==> src/rtl/uart_imem_loader_pkg.sv <==
// Shared types and constants for the UART instruction-memory loader.
//   REGWIDTH   : instruction word width written to memory
//   ld_state_e : main load sequencer states
//   rx_state_e : UART receiver states
package uart_imem_loader_pkg;

  localparam int unsigned REGWIDTH = 32;

  typedef enum logic [2:0] {
    ST_IDLE   = 3'd0,
    ST_LEN_LO = 3'd1,
    ST_LEN_HI = 3'd2,
    ST_DATA   = 3'd3,
    ST_WRITE  = 3'd4,
    ST_DONE   = 3'd5,
    ST_ERR    = 3'd6
  } ld_state_e;

  typedef enum logic [1:0] {
    RX_IDLE  = 2'd0,
    RX_START = 2'd1,
    RX_DATA  = 2'd2,
    RX_STOP  = 2'd3
  } rx_state_e;

endpackage

==> src/rtl/uart_imem_loader_rx.sv <==
// 8N1 UART receiver: 2-flop synchroniser, bit timer and receive FSM.
// Ports:
//   clk, rst    : clock, async active-high reset
//   rx_in       : raw serial line (idle high, asynchronous)
//   byte_valid  : one-cycle pulse, byte_data holds the received byte
//   byte_data   : received byte, LSB first on the line
//   frame_err   : one-cycle pulse when the stop bit is sampled low
module uart_rx
  import uart_imem_loader_pkg::*;
#(
  parameter int unsigned CLKS_PER_BIT = 868
) (
  input  logic       clk,
  input  logic       rst,
  input  logic       rx_in,
  output logic       byte_valid,
  output logic [7:0] byte_data,
  output logic       frame_err
);

  localparam int unsigned CNT_W = $clog2(CLKS_PER_BIT + 1);
  localparam logic [CNT_W-1:0] HALF_M1 = CNT_W'(CLKS_PER_BIT / 2 - 1);
  localparam logic [CNT_W-1:0] BIT_M1  = CNT_W'(CLKS_PER_BIT - 1);

  rx_state_e        state_q, state_d;
  logic             sync1_q, sync2_q, prev_q;
  logic [CNT_W-1:0] cnt_q, cnt_d;
  logic [2:0]       bit_q, bit_d;
  logic [7:0]       shift_q, shift_d;
  logic             bv_q, bv_d;
  logic             fe_q, fe_d;

  // State register
  always_ff @(posedge clk or posedge rst) begin
    if (rst) state_q <= RX_IDLE;
    else     state_q <= state_d;
  end

  // Next-state logic
  always_comb begin
    state_d = state_q;
    case (state_q)
      RX_IDLE:  if (prev_q && !sync2_q) state_d = RX_START;
      // Mid-start-bit sample: a high line here was a glitch, not a start bit
      RX_START: if (cnt_q == HALF_M1) state_d = sync2_q ? RX_IDLE : RX_DATA;
      RX_DATA:  if (cnt_q == BIT_M1 && bit_q == 3'd7) state_d = RX_STOP;
      RX_STOP:  if (cnt_q == BIT_M1) state_d = RX_IDLE;
      default:  state_d = RX_IDLE;
    endcase
  end

  // Bit timer, shift register and result strobes
  always_comb begin
    cnt_d   = cnt_q + 1'b1;
    bit_d   = bit_q;
    shift_d = shift_q;
    bv_d    = 1'b0;
    fe_d    = 1'b0;
    case (state_q)
      RX_IDLE: begin
        cnt_d = '0;
        bit_d = '0;
      end
      RX_START: if (cnt_q == HALF_M1) cnt_d = '0;
      RX_DATA: begin
        if (cnt_q == BIT_M1) begin
          cnt_d   = '0;
          shift_d = {sync2_q, shift_q[7:1]};
          bit_d   = bit_q + 3'd1;
        end
      end
      RX_STOP: begin
        if (cnt_q == BIT_M1) begin
          cnt_d = '0;
          bv_d  = sync2_q;
          fe_d  = !sync2_q;
        end
      end
      default: cnt_d = '0;
    endcase
  end

  // Datapath registers; synchroniser presets to the idle-high line level
  always_ff @(posedge clk or posedge rst) begin
    if (rst) begin
      sync1_q <= 1'b1;
      sync2_q <= 1'b1;
      prev_q  <= 1'b1;
      cnt_q   <= '0;
      bit_q   <= '0;
      shift_q <= '0;
      bv_q    <= 1'b0;
      fe_q    <= 1'b0;
    end else begin
      sync1_q <= rx_in;
      sync2_q <= sync1_q;
      prev_q  <= sync2_q;
      cnt_q   <= cnt_d;
      bit_q   <= bit_d;
      shift_q <= shift_d;
      bv_q    <= bv_d;
      fe_q    <= fe_d;
    end
  end

  assign byte_valid = bv_q;
  assign byte_data  = shift_q;
  assign frame_err  = fe_q;

endmodule

==> src/rtl/uart_imem_loader.sv <==
// Serial program loader: receives a 16-bit little-endian word count N
// followed by N little-endian 32-bit words over UART and writes them to
// instruction memory from word address 0, holding the CPU in reset meanwhile.
// Ports:
//   clk, rst      : clock, async active-high reset
//   load_start    : one-cycle pulse, starts a load from IDLE/DONE/ERR
//   uart_rx       : serial line (idle high, asynchronous)
//   imem_we       : one-cycle write strobe
//   imem_addr     : word address of the write
//   imem_wdata    : word to write
//   cpu_hold      : CPU reset hold while loading / after an error
//   done, error   : terminal status flags
//   words_loaded  : words written so far in this load
module uart_imem_loader
  import uart_imem_loader_pkg::*;
#(
  parameter int unsigned CLKS_PER_BIT = 868,
  parameter int unsigned ADDR_WIDTH   = 14,
  parameter int unsigned TIMEOUT_CLKS = 10000000
) (
  input  logic                  clk,
  input  logic                  rst,
  input  logic                  load_start,
  input  logic                  uart_rx,
  output logic                  imem_we,
  output logic [ADDR_WIDTH-1:0] imem_addr,
  output logic [REGWIDTH-1:0]   imem_wdata,
  output logic                  cpu_hold,
  output logic                  done,
  output logic                  error,
  output logic [ADDR_WIDTH:0]   words_loaded
);

  localparam int unsigned TMO_W = $clog2(TIMEOUT_CLKS + 1);
  localparam logic [TMO_W-1:0] TMO_LAST = TMO_W'(TIMEOUT_CLKS - 1);
  localparam logic [31:0] MAX_WORDS = 32'(1) << ADDR_WIDTH;

  logic       rx_valid;
  logic [7:0] rx_data;
  logic       rx_ferr;

  uart_rx #(
    .CLKS_PER_BIT(CLKS_PER_BIT)
  ) u_rx (
    .clk       (clk),
    .rst       (rst),
    .rx_in     (uart_rx),
    .byte_valid(rx_valid),
    .byte_data (rx_data),
    .frame_err (rx_ferr)
  );

  ld_state_e               state_q, state_d;
  logic [15:0]             len_q, len_d;
  logic [23:0]             buf_q, buf_d;
  logic [1:0]              lane_q, lane_d;
  logic [ADDR_WIDTH-1:0]   addr_q, addr_d;
  logic [ADDR_WIDTH:0]     words_q, words_d;
  logic [TMO_W-1:0]        tmo_q, tmo_d;
  logic                    we_q, we_d;
  logic [REGWIDTH-1:0]     wdata_q, wdata_d;
  logic                    hold_q, hold_d;
  logic                    done_q, done_d;
  logic                    err_q, err_d;

  logic        waiting_c;
  logic        tmo_hit_c;
  logic [15:0] len_full_c;
  logic        last_word_c;

  // Inter-byte timeout applies only while waiting on the line; a byte wins a tie
  assign waiting_c   = (state_q == ST_LEN_LO) || (state_q == ST_LEN_HI) ||
                       (state_q == ST_DATA);
  assign tmo_hit_c   = waiting_c && !rx_valid && (tmo_q == TMO_LAST);
  assign len_full_c  = {rx_data, len_q[7:0]};
  // words_q increments in the same edge that leaves WRITE
  assign last_word_c = (32'(words_q) + 32'd1) == 32'(len_q);

  // State register
  always_ff @(posedge clk or posedge rst) begin
    if (rst) state_q <= ST_IDLE;
    else     state_q <= state_d;
  end

  // Next-state logic
  always_comb begin
    state_d = state_q;
    case (state_q)
      ST_IDLE, ST_DONE, ST_ERR: if (load_start) state_d = ST_LEN_LO;
      ST_LEN_LO: begin
        if (rx_ferr)       state_d = ST_ERR;
        else if (rx_valid) state_d = ST_LEN_HI;
        else if (tmo_hit_c) state_d = ST_ERR;
      end
      ST_LEN_HI: begin
        if (rx_ferr) state_d = ST_ERR;
        else if (rx_valid) begin
          if (len_full_c == 16'd0)                state_d = ST_DONE;
          else if (32'(len_full_c) > MAX_WORDS)   state_d = ST_ERR;
          else                                    state_d = ST_DATA;
        end else if (tmo_hit_c) state_d = ST_ERR;
      end
      ST_DATA: begin
        if (rx_ferr)                          state_d = ST_ERR;
        else if (rx_valid && lane_q == 2'd3)  state_d = ST_WRITE;
        else if (tmo_hit_c)                   state_d = ST_ERR;
      end
      ST_WRITE: begin
        if (rx_ferr)          state_d = ST_ERR;
        else if (last_word_c) state_d = ST_DONE;
        else                  state_d = ST_DATA;
      end
      default: state_d = ST_IDLE;
    endcase
  end

  // Datapath and registered outputs
  always_comb begin
    len_d   = len_q;
    buf_d   = buf_q;
    lane_d  = lane_q;
    addr_d  = addr_q;
    words_d = words_q;
    tmo_d   = tmo_q;
    wdata_d = wdata_q;
    we_d    = 1'b0;
    case (state_q)
      ST_IDLE, ST_DONE, ST_ERR: begin
        if (load_start) begin
          addr_d  = '0;
          words_d = '0;
          lane_d  = '0;
          tmo_d   = '0;
        end
      end
      ST_LEN_LO: begin
        tmo_d = rx_valid ? '0 : tmo_q + 1'b1;
        if (rx_valid) len_d[7:0] = rx_data;
      end
      ST_LEN_HI: begin
        tmo_d = rx_valid ? '0 : tmo_q + 1'b1;
        if (rx_valid) len_d[15:8] = rx_data;
      end
      ST_DATA: begin
        tmo_d = rx_valid ? '0 : tmo_q + 1'b1;
        if (rx_valid) begin
          lane_d = lane_q + 2'd1;
          case (lane_q)
            2'd0: buf_d[7:0]   = rx_data;
            2'd1: buf_d[15:8]  = rx_data;
            2'd2: buf_d[23:16] = rx_data;
            default: begin
              // 4th byte completes the word straight into the write register
              we_d    = 1'b1;
              wdata_d = {rx_data, buf_q};
            end
          endcase
        end
      end
      ST_WRITE: begin
        addr_d  = addr_q + 1'b1;
        words_d = words_q + 1'b1;
      end
      default: ;
    endcase
    done_d = (state_d == ST_DONE);
    err_d  = (state_d == ST_ERR);
    hold_d = (state_q == ST_LEN_LO) || (state_q == ST_LEN_HI) ||
             (state_q == ST_DATA)   || (state_q == ST_WRITE)  ||
             (state_q == ST_ERR);
  end

  always_ff @(posedge clk or posedge rst) begin
    if (rst) begin
      len_q   <= '0;
      buf_q   <= '0;
      lane_q  <= '0;
      addr_q  <= '0;
      words_q <= '0;
      tmo_q   <= '0;
      we_q    <= 1'b0;
      wdata_q <= '0;
      hold_q  <= 1'b0;
      done_q  <= 1'b0;
      err_q   <= 1'b0;
    end else begin
      len_q   <= len_d;
      buf_q   <= buf_d;
      lane_q  <= lane_d;
      addr_q  <= addr_d;
      words_q <= words_d;
      tmo_q   <= tmo_d;
      we_q    <= we_d;
      wdata_q <= wdata_d;
      hold_q  <= hold_d;
      done_q  <= done_d;
      err_q   <= err_d;
    end
  end

  assign imem_we      = we_q;
  assign imem_addr    = addr_q;
  assign imem_wdata   = wdata_q;
  assign cpu_hold     = hold_q;
  assign done         = done_q;
  assign error        = err_q;
  assign words_loaded = words_q;

endmodule
==> config.mk <==
export PLATFORM = sky130hd
export DESIGN_NAME = uart_imem_loader
export DESIGN_NICKNAME = d
export VERILOG_FILES = /design/src/rtl/uart_imem_loader_pkg.sv /design/src/rtl/uart_imem_loader_rx.sv /design/src/rtl/uart_imem_loader.sv
export SDC_FILE = /design/constraint.sdc
export NUM_CORES = 1
export LEC_CHECK = 0
export ABC_CLOCK_PERIOD_IN_PS = 6100
export CORE_ASPECT_RATIO = 0.75
export CORE_MARGIN = 5
export CORE_UTILIZATION = 55
export CTS_CLUSTER_SIZE = 10
export DETAILED_ROUTE_END_ITERATION = 10
export GPL_TIMING_DRIVEN = 0
export PLACE_DENSITY = 0.84
export SYNTH_ARGS = -nofsm -noshare
export SYNTH_HDL_FRONTEND = slang
export SYNTH_SLANG_ARGS = --single-unit
==> constraint.sdc <==
create_clock -name clk -period 6.1 [get_ports clk]
set_input_delay 1.22 -clock clk [delete_from_list [all_inputs] [get_ports clk]]
set_output_delay 1.22 -clock clk [all_outputs]
set_load 0.01 [all_outputs]
==> results.py, run 1 <==
metrics = {
    "timing": {
        "slew_headroom": 0.460,
        "fmax_ghz": 0.336,
        "period_share": 0.488,
        "tns_ns": 0,
        "rsz0062_at_grt": "false",
        "setup_viol": 0,
        "period_needed_ns": 2.98,
        "fin_worst_skew_ns": 0.00888,
        "drv_slew": 0,
        "worst_pin_slew_ns": 0.806,
        "finalHoldViolations": 0,
    },
    "placement": {
        "place_area_um2": 8690,
        "io_buffer_count": 68,
        "dpl.hpwl_mm": 12.1,
        "gp_congestion": 0.900,
    },
    "clocking": {
        "cts_hold_buf": 0,
        "insertion_delay_ns": 0.42,
        "cts_made_buffers": 17,
        "post-cts-setup-buffers": 0,
        "cts_tree": "yes",
        "cts_root_buffer": "clkbuf_16",
        "cts_htree_levels": 4,
        "cts_resized": 0,
        "cts.path.max_buffers": 2,
        "cts_sinks": 162,
        "clkTransAtPathRegs_ns": 0.07,
    },
    "critical_path": {
        "critPathLaunchType": "input pin",
        "crit_top_cell": "clkbuf_1",
        "path_cells": "clkdlybuf4s50_1 > o21ai_1 > and2_1 > clkbuf_1 > clkbuf_1 > o21ai_0 > o31ai_1",
        "crit_required_ns": 6.42,
        "r2r-end": "error",
        "reg2reg_from": "words_loaded[0]",
        "path_max_fanout": 10,
        "cp_slowest_cell": "clkdlybuf4s50_1",
        "critPathCaptureType": "register",
        "cp_slowest_stage_delay_ns": 0.52,
        "r2r_cells": 9,
        "cp.arrival_ns": 3.30,
        "path_class": "input pin to register",
        "r2r_slack_ns": 3.27,
    },
    "floorplanning": {
        "dieArea_um2": 16600,
        "io_pins": 69,
        "initial_core_util": 0.564,
        "die_w_um": 147,
        "die_h_um": 113,
        "core_area_um2": 13700,
        "rows": 37,
    },
    "min_path": {
        "min_from": "u_rx.sync1_q",
        "hold-path-endpoint": "u_rx.sync2_q",
        "min_path_cells": 0,
        "hp-class": "register to register",
    },
    "detailed_routing": {
        "wl_met2_mm": 8.33,
        "wirelength_met1_mm": 8.15,
        "drcViolationCount": 0,
        "via_per_inst": 5.99,
        "firstDrtPassIters": 5,
        "vias": 6041,
        "ant_nets": 0,
        "wl_mm": 17.8,
        "wl_met3_mm": 1.09,
        "wl_per_cell_um": 17.6,
        "initialDrtViolationCount": 494,
        "top_layer_used": "met4",
    },
    "synthesis": {
        "synth_edf_count": 0,
        "ys_async_sr_fraction": 1.00,
        "synth-main-ff-cell": "dfrtp_1",
        "synth_nets": 748,
        "synthDistinctLibCells": 60,
        "ys_warn_count": 0,
        "syn_area_um2": 7750,
        "ys_ff_latch": 162,
        "avgSynthCellArea_um2": 10.6,
        "synthCells": 733,
        "ys_seq_area_frac": 0.523,
    },
    "finish": {
        "fin_area_um2": 9230,
        "fin_nets": 836,
        "area_growth_pct": 19.1,
        "n_antenna_cell": 0,
        "layout-drive-gt1-share": 0.159,
        "final_util": 0.672,
    },
    "pwr": {
        "p_leak_uw": 0.00415,
        "power_density_nw_per_um2": 263,
        "p_total_uw": 2430,
        "vdd_drop_max_uv": 194,
    },
    "outcome": {
        "status": "finished clean",
    },
    "global_route": {
        "antenna_found_initial": 0,
        "grt_pass1_vias": 5918,
        "grt_pass1_wl_mm": 29.7,
        "grt_max_degree": 129,
        "grt_use_total": 0.219,
        "gr-total-overflow": 0,
    },
    "job": {
        "max_cap_viol_count": 0,
    },
}
cell type report:
| cell class | instances | area, um2 |
|---|---|---|
| fill | 1016 | 4520 |
| tap | 175 | 219 |
| sequential | 162 | 4060 |
| multi-input combinational | 524 | 3500 |
| clock inverter | 14 | 119 |
| timing repair buffer | 69 | 708 |
| clock buffer | 18 | 429 |
| buffer | 34 | 140 |
| inverter | 13 | 56.3 |
state kept, by name, indices dropped and copies added (netlist names), 3 cells and up, named ones only:
signal / flops
imem_wdata: 32
buf_q: 24
tmo_q: 24
len_q: 16
words_loaded: 15
imem_addr: 14
u_rx.cnt_q: 10
u_rx.byte_data: 8
state_q: 3
u_rx.bit_q: 3
routing by layer:
| metal | GRT usage | vias to the layer above |
|---|---|---|
| met5 | 0 | - |
| met4 | 0.0503 | 0 |
| met3 | 0.0528 | 24 |
| met2 | 0.347 | 205 |
| met1 | 0.310 | 2981 |
| li1 | - | 2831 |
cell usage in the layout (no fill, tap or decap), types with 3 or more instances in the layout:
cell | netlist | layout
dfstp_2 | 3 | 3
nand3b_1 | 3 | 3
a22o_1 | 5 | 5
nor2b_1 | 5 | 5
nor2_1 | 53 | 53
ha_1 | 11 | 11
or3_1 | 6 | 6
clkbuf_1 | 23 | 24
xor2_1 | 14 | 14
inv_6 | 0 | 6
buf_1 | 5 | 5
buf_2 | 4 | 4
a21oi_1 | 13 | 13
a31oi_1 | 9 | 9
nor3b_1 | 4 | 4
and4_1 | 5 | 5
xnor2_1 | 18 | 18
clkbuf_16 | 0 | 17
dfrtp_1 | 159 | 159
nor4_1 | 7 | 7
o31ai_1 | 14 | 14
clkinvlp_4 | 0 | 4
inv_8 | 0 | 3
and3_1 | 16 | 16
clkdlybuf4s50_1 | 0 | 68
nand3_1 | 30 | 30
nand4_1 | 20 | 20
nand2b_1 | 3 | 3
o21ai_0 | 84 | 84
nor3_1 | 12 | 12
and2_1 | 6 | 6
nand2_1 | 68 | 68
inv_1 | 13 | 12
mux2_2 | 82 | 82
power breakdown:
part	internal, uW	switching, uW
Sequential	1120	62.6
Combinational	101	148
Clock	533	463
stage by stage:
stage	worst slack (ns)	hold WS [ns]	cells
after floorplan	0.508	0.345	733
after global placement	-1.57	0.346	976
after detailed placement	2.76	0.347	977
after CTS	3.19	0.356	1009
after global routing	3.02	0.364	1009
final	3.12	0.356	1009
cells by family (layout without fill, tap and decap cells):
| logic type | Yosys count | after routing | synth area share |
|---|---|---|---|
| simple gates | 249 | 249 | 0.163 |
| flops | 162 | 162 | 0.523 |
| compound gates | 149 | 149 | 0.115 |
| mux | 83 | 83 | 0.120 |
| buf+inv | 47 | 148 | 0.0244 |
| xor+xnor | 32 | 32 | 0.0362 |
| fa+ha+maj | 11 | 11 | 0.0178 |
worst max-delay path, delay by kind of cell:
| family | cells | cell delay (ns) |
|---|---|---|
| buffers and inverters | 3 | 1.31 |
| AOI/OAI and AO/OA | 3 | 0.57 |
| and+or+nand+nor | 1 | 0.18 |
worst max-delay path by stage:
stage	startpoint	end	slack, ns	depth (start not counted)
after floorplan	rst	async pin	0.51	1
after global placement	rst	tmo_q[13]	-1.57	2
after detailed placement	load_start	words_loaded[14]	2.76	7
after CTS	load_start	words_loaded[14]	3.19	7
after global routing	load_start	words_loaded[4]	3.02	7
final	load_start	words_loaded[10]	3.12	7
cell usage after synthesis, types with 3 or more instances:
cell type	instances	share of area
dfrtp_1	159	0.51
o21ai_0	84	0.054
mux2_2	82	0.12
nand2_1	68	0.033
nor2_1	53	0.026
nand3_1	30	0.019
clkbuf_1	23	0.011
nand4_1	20	0.016
xnor2_1	18	0.020
and3_1	16	0.013
o31ai_1	14	0.014
xor2_1	14	0.016
a21oi_1	13	0.0084
inv_1	13	0.0063
nor3_1	12	0.0077
ha_1	11	0.018
a31oi_1	9	0.0073
nor4_1	7	0.0056
and2_1	6	0.0048
or3_1	6	0.0048
a22o_1	5	0.0056
and4_1	5	0.0056
buf_1	5	0.0024
nor2b_1	5	0.0040
buf_2	4	0.0026
nor3b_1	4	0.0039
dfstp_2	3	0.010
nand2b_1	3	0.0024
nand3b_1	3	0.0029
No activity file was read; power rests on OpenSTA's default activity.
==> inputs of run 2 (changes only) <==
ABC_CLOCK_PERIOD_IN_PS = 2800   (was 6100)
clock period = 2.8 ns   (was 6.1 ns; I/O delays follow)
==> results.py, run 2 (same netlist as run 1, synthesis figures left out) <==
metrics = {
    "floorplanning": {
        "die_w_um": 147,
        "dieArea_um2": 16600,
        "rows": 37,
        "core_area_um2": 13700,
        "initial_core_util": 0.564,
        "die_h_um": 113,
        "io_pins": 69,
    },
    "global_route": {
        "antenna_found_initial": 0,
        "gr-total-overflow": 0,
        "grt_max_degree": 42,
        "grt_pass1_wl_mm": 30.4,
        "grt_pass1_vias": 5901,
        "grt_use_total": 0.224,
    },
    "finish": {
        "layout_commonest_cell": "dfrtp_1",
        "stdcell_count": 1018,
        "layout-drive-gt1-share": 0.172,
        "area_growth_pct": 20.9,
        "fin_nets": 845,
        "final_cell_mix": "157 x dfrtp_1, 84 x o21ai_0, 82 x mux2_2, 68 x nand2_1, 68 x clkdlybuf4s50_1",
        "n_antenna_cell": 0,
        "largest_register_ff_count": 32,
        "fin_area_um2": 9370,
    },
    "timing": {
        "fin_worst_skew_ns": 0.00838,
        "setup_viol": 0,
        "finalHoldViolations": 0,
        "slew_headroom": 0.440,
        "period_needed_ns": 2.71,
        "drv_slew": 0,
        "hold_slack_ns": 0.355,
        "period_share": 0.967,
        "fmax_ghz": 0.369,
        "worst_pin_slew_ns": 0.838,
    },
    "detailed_routing": {
        "vias": 6060,
        "firstDrtPassIters": 7,
        "wl_per_cell_um": 17.7,
        "drcViolationCount": 0,
        "initialDrtViolationCount": 449,
        "ant_nets": 0,
        "wl_mm": 18.1,
        "via_per_inst": 5.95,
    },
    "pwr": {
        "vdd_drop_max_uv": 494,
        "p_leak_uw": 0.00421,
        "p_total_uw": 5420,
        "power_density_nw_per_um2": 578,
    },
    "job": {
        "max_cap_viol_count": 0,
    },
    "clocking": {
        "clkTransAtPathRegs_ns": 0.06,
        "cts_made_buffers": 17,
        "cts_tree": "yes",
        "cts.path.max_buffers": 2,
        "cts_root_buffer": "clkbuf_16",
        "cts_sinks": 162,
        "cts_htree_levels": 4,
        "insertion_delay_ns": 0.42,
        "cts_hold_buf": 0,
    },
    "outcome": {
        "status": "finished clean",
    },
    "critical_path": {
        "critPathLaunchType": "register",
        "crit_required_ns": 3.12,
        "cp.arrival_ns": 3.03,
        "path_class": "register to register",
        "r2r_slack_ns": 0.09,
        "path_max_fanout": 10,
        "critPathCaptureType": "register",
    },
    "placement": {
        "gp_congestion": 0.921,
        "io_buffer_count": 68,
        "placedCellCount": 980,
        "place_area_um2": 8730,
        "dpl.hpwl_mm": 12.2,
    },
    "min_path": {
        "hp-class": "register to register",
    },
}
==> run 2: changes by cell type in the layout (fill, tap and decap cells not counted), sizes merged <==
cell      change
buf           +9
inv           -7
bufinv        +2
clkbuf        +2
clkinv        +2
clkinvlp      +1
==> run 2: metrics by stage <==
stage           util  setup TNS [ns]  setup WS, ns
6_report       0.682               0        0.0923
3_5_place_dp   0.635         -0.0352       -0.0352
5_1_grt        0.682         -0.0153       -0.0153
3_3_place_gp   0.629         -176.37         -1.11
4_1_cts        0.677               0       0.00107
2_1_floorplan      -               0         0.186
==> run 2: repair_timing <==
item	4_1_cts	5_1_grt
endpoints found under the setup margin	1	3
cloned	0	0
resized for setup	1	4
hold endpoints to repair	0	0
setup buffers	0	6
pin swaps	0	5
==> run 2: worst paths after layout <==
check	startpoint	cells past startpoint	to
min	u_rx.sync1_q	0	u_rx.sync2_q
max in group asynchronous	rst	4	u_rx.prev_q
min in group asynchronous	rst	2	imem_wdata[17]
min reg2reg	u_rx.sync1_q	0	u_rx.sync2_q
max	words_loaded[0]	9	error
max reg2reg	words_loaded[0]	9	error
==> run 2: cell type report <==
| cell class | count | area (um2) |
|---|---|---|
| clock inverters | 12 | 131 |
| flip-flops and latches | 162 | 4060 |
| clock buffers | 20 | 447 |
| repair buffers | 78 | 806 |
| multi-input cells | 524 | 3510 |
| inverters | 13 | 52.6 |
| well taps | 175 | 219 |
| fillers | 1003 | 4380 |
| plain buffers | 34 | 144 |
==> run 2: report_power, final <==
group          switching (uW)  internal (uW)  leakage [uW]
sequential                131           2450       0.00222
clock                     944           1340      0.000273
combinational             323            235       0.00172
==> run 2: worst max-delay path, stage by stage, from the launching register on <==
cell      delay, ns
dfrtp_2        0.44
ha_2           0.20
buf_6          0.14
and4_4         0.25
a21boi_1       0.08
or4_1          0.50
a221o_1        0.32
a21oi_2        0.14
nand4_1        0.24
a22oi_2        0.29
==> run 2: per-layer routing <==
layer	global-route usage	vias to the layer above	part of all wire
met4	0.0751	0	0.020
met3	0.0524	34	0.062
met2	0.349	222	0.46
met5	0	-	0
met1	0.314	2968	0.46
li1	-	2836	-
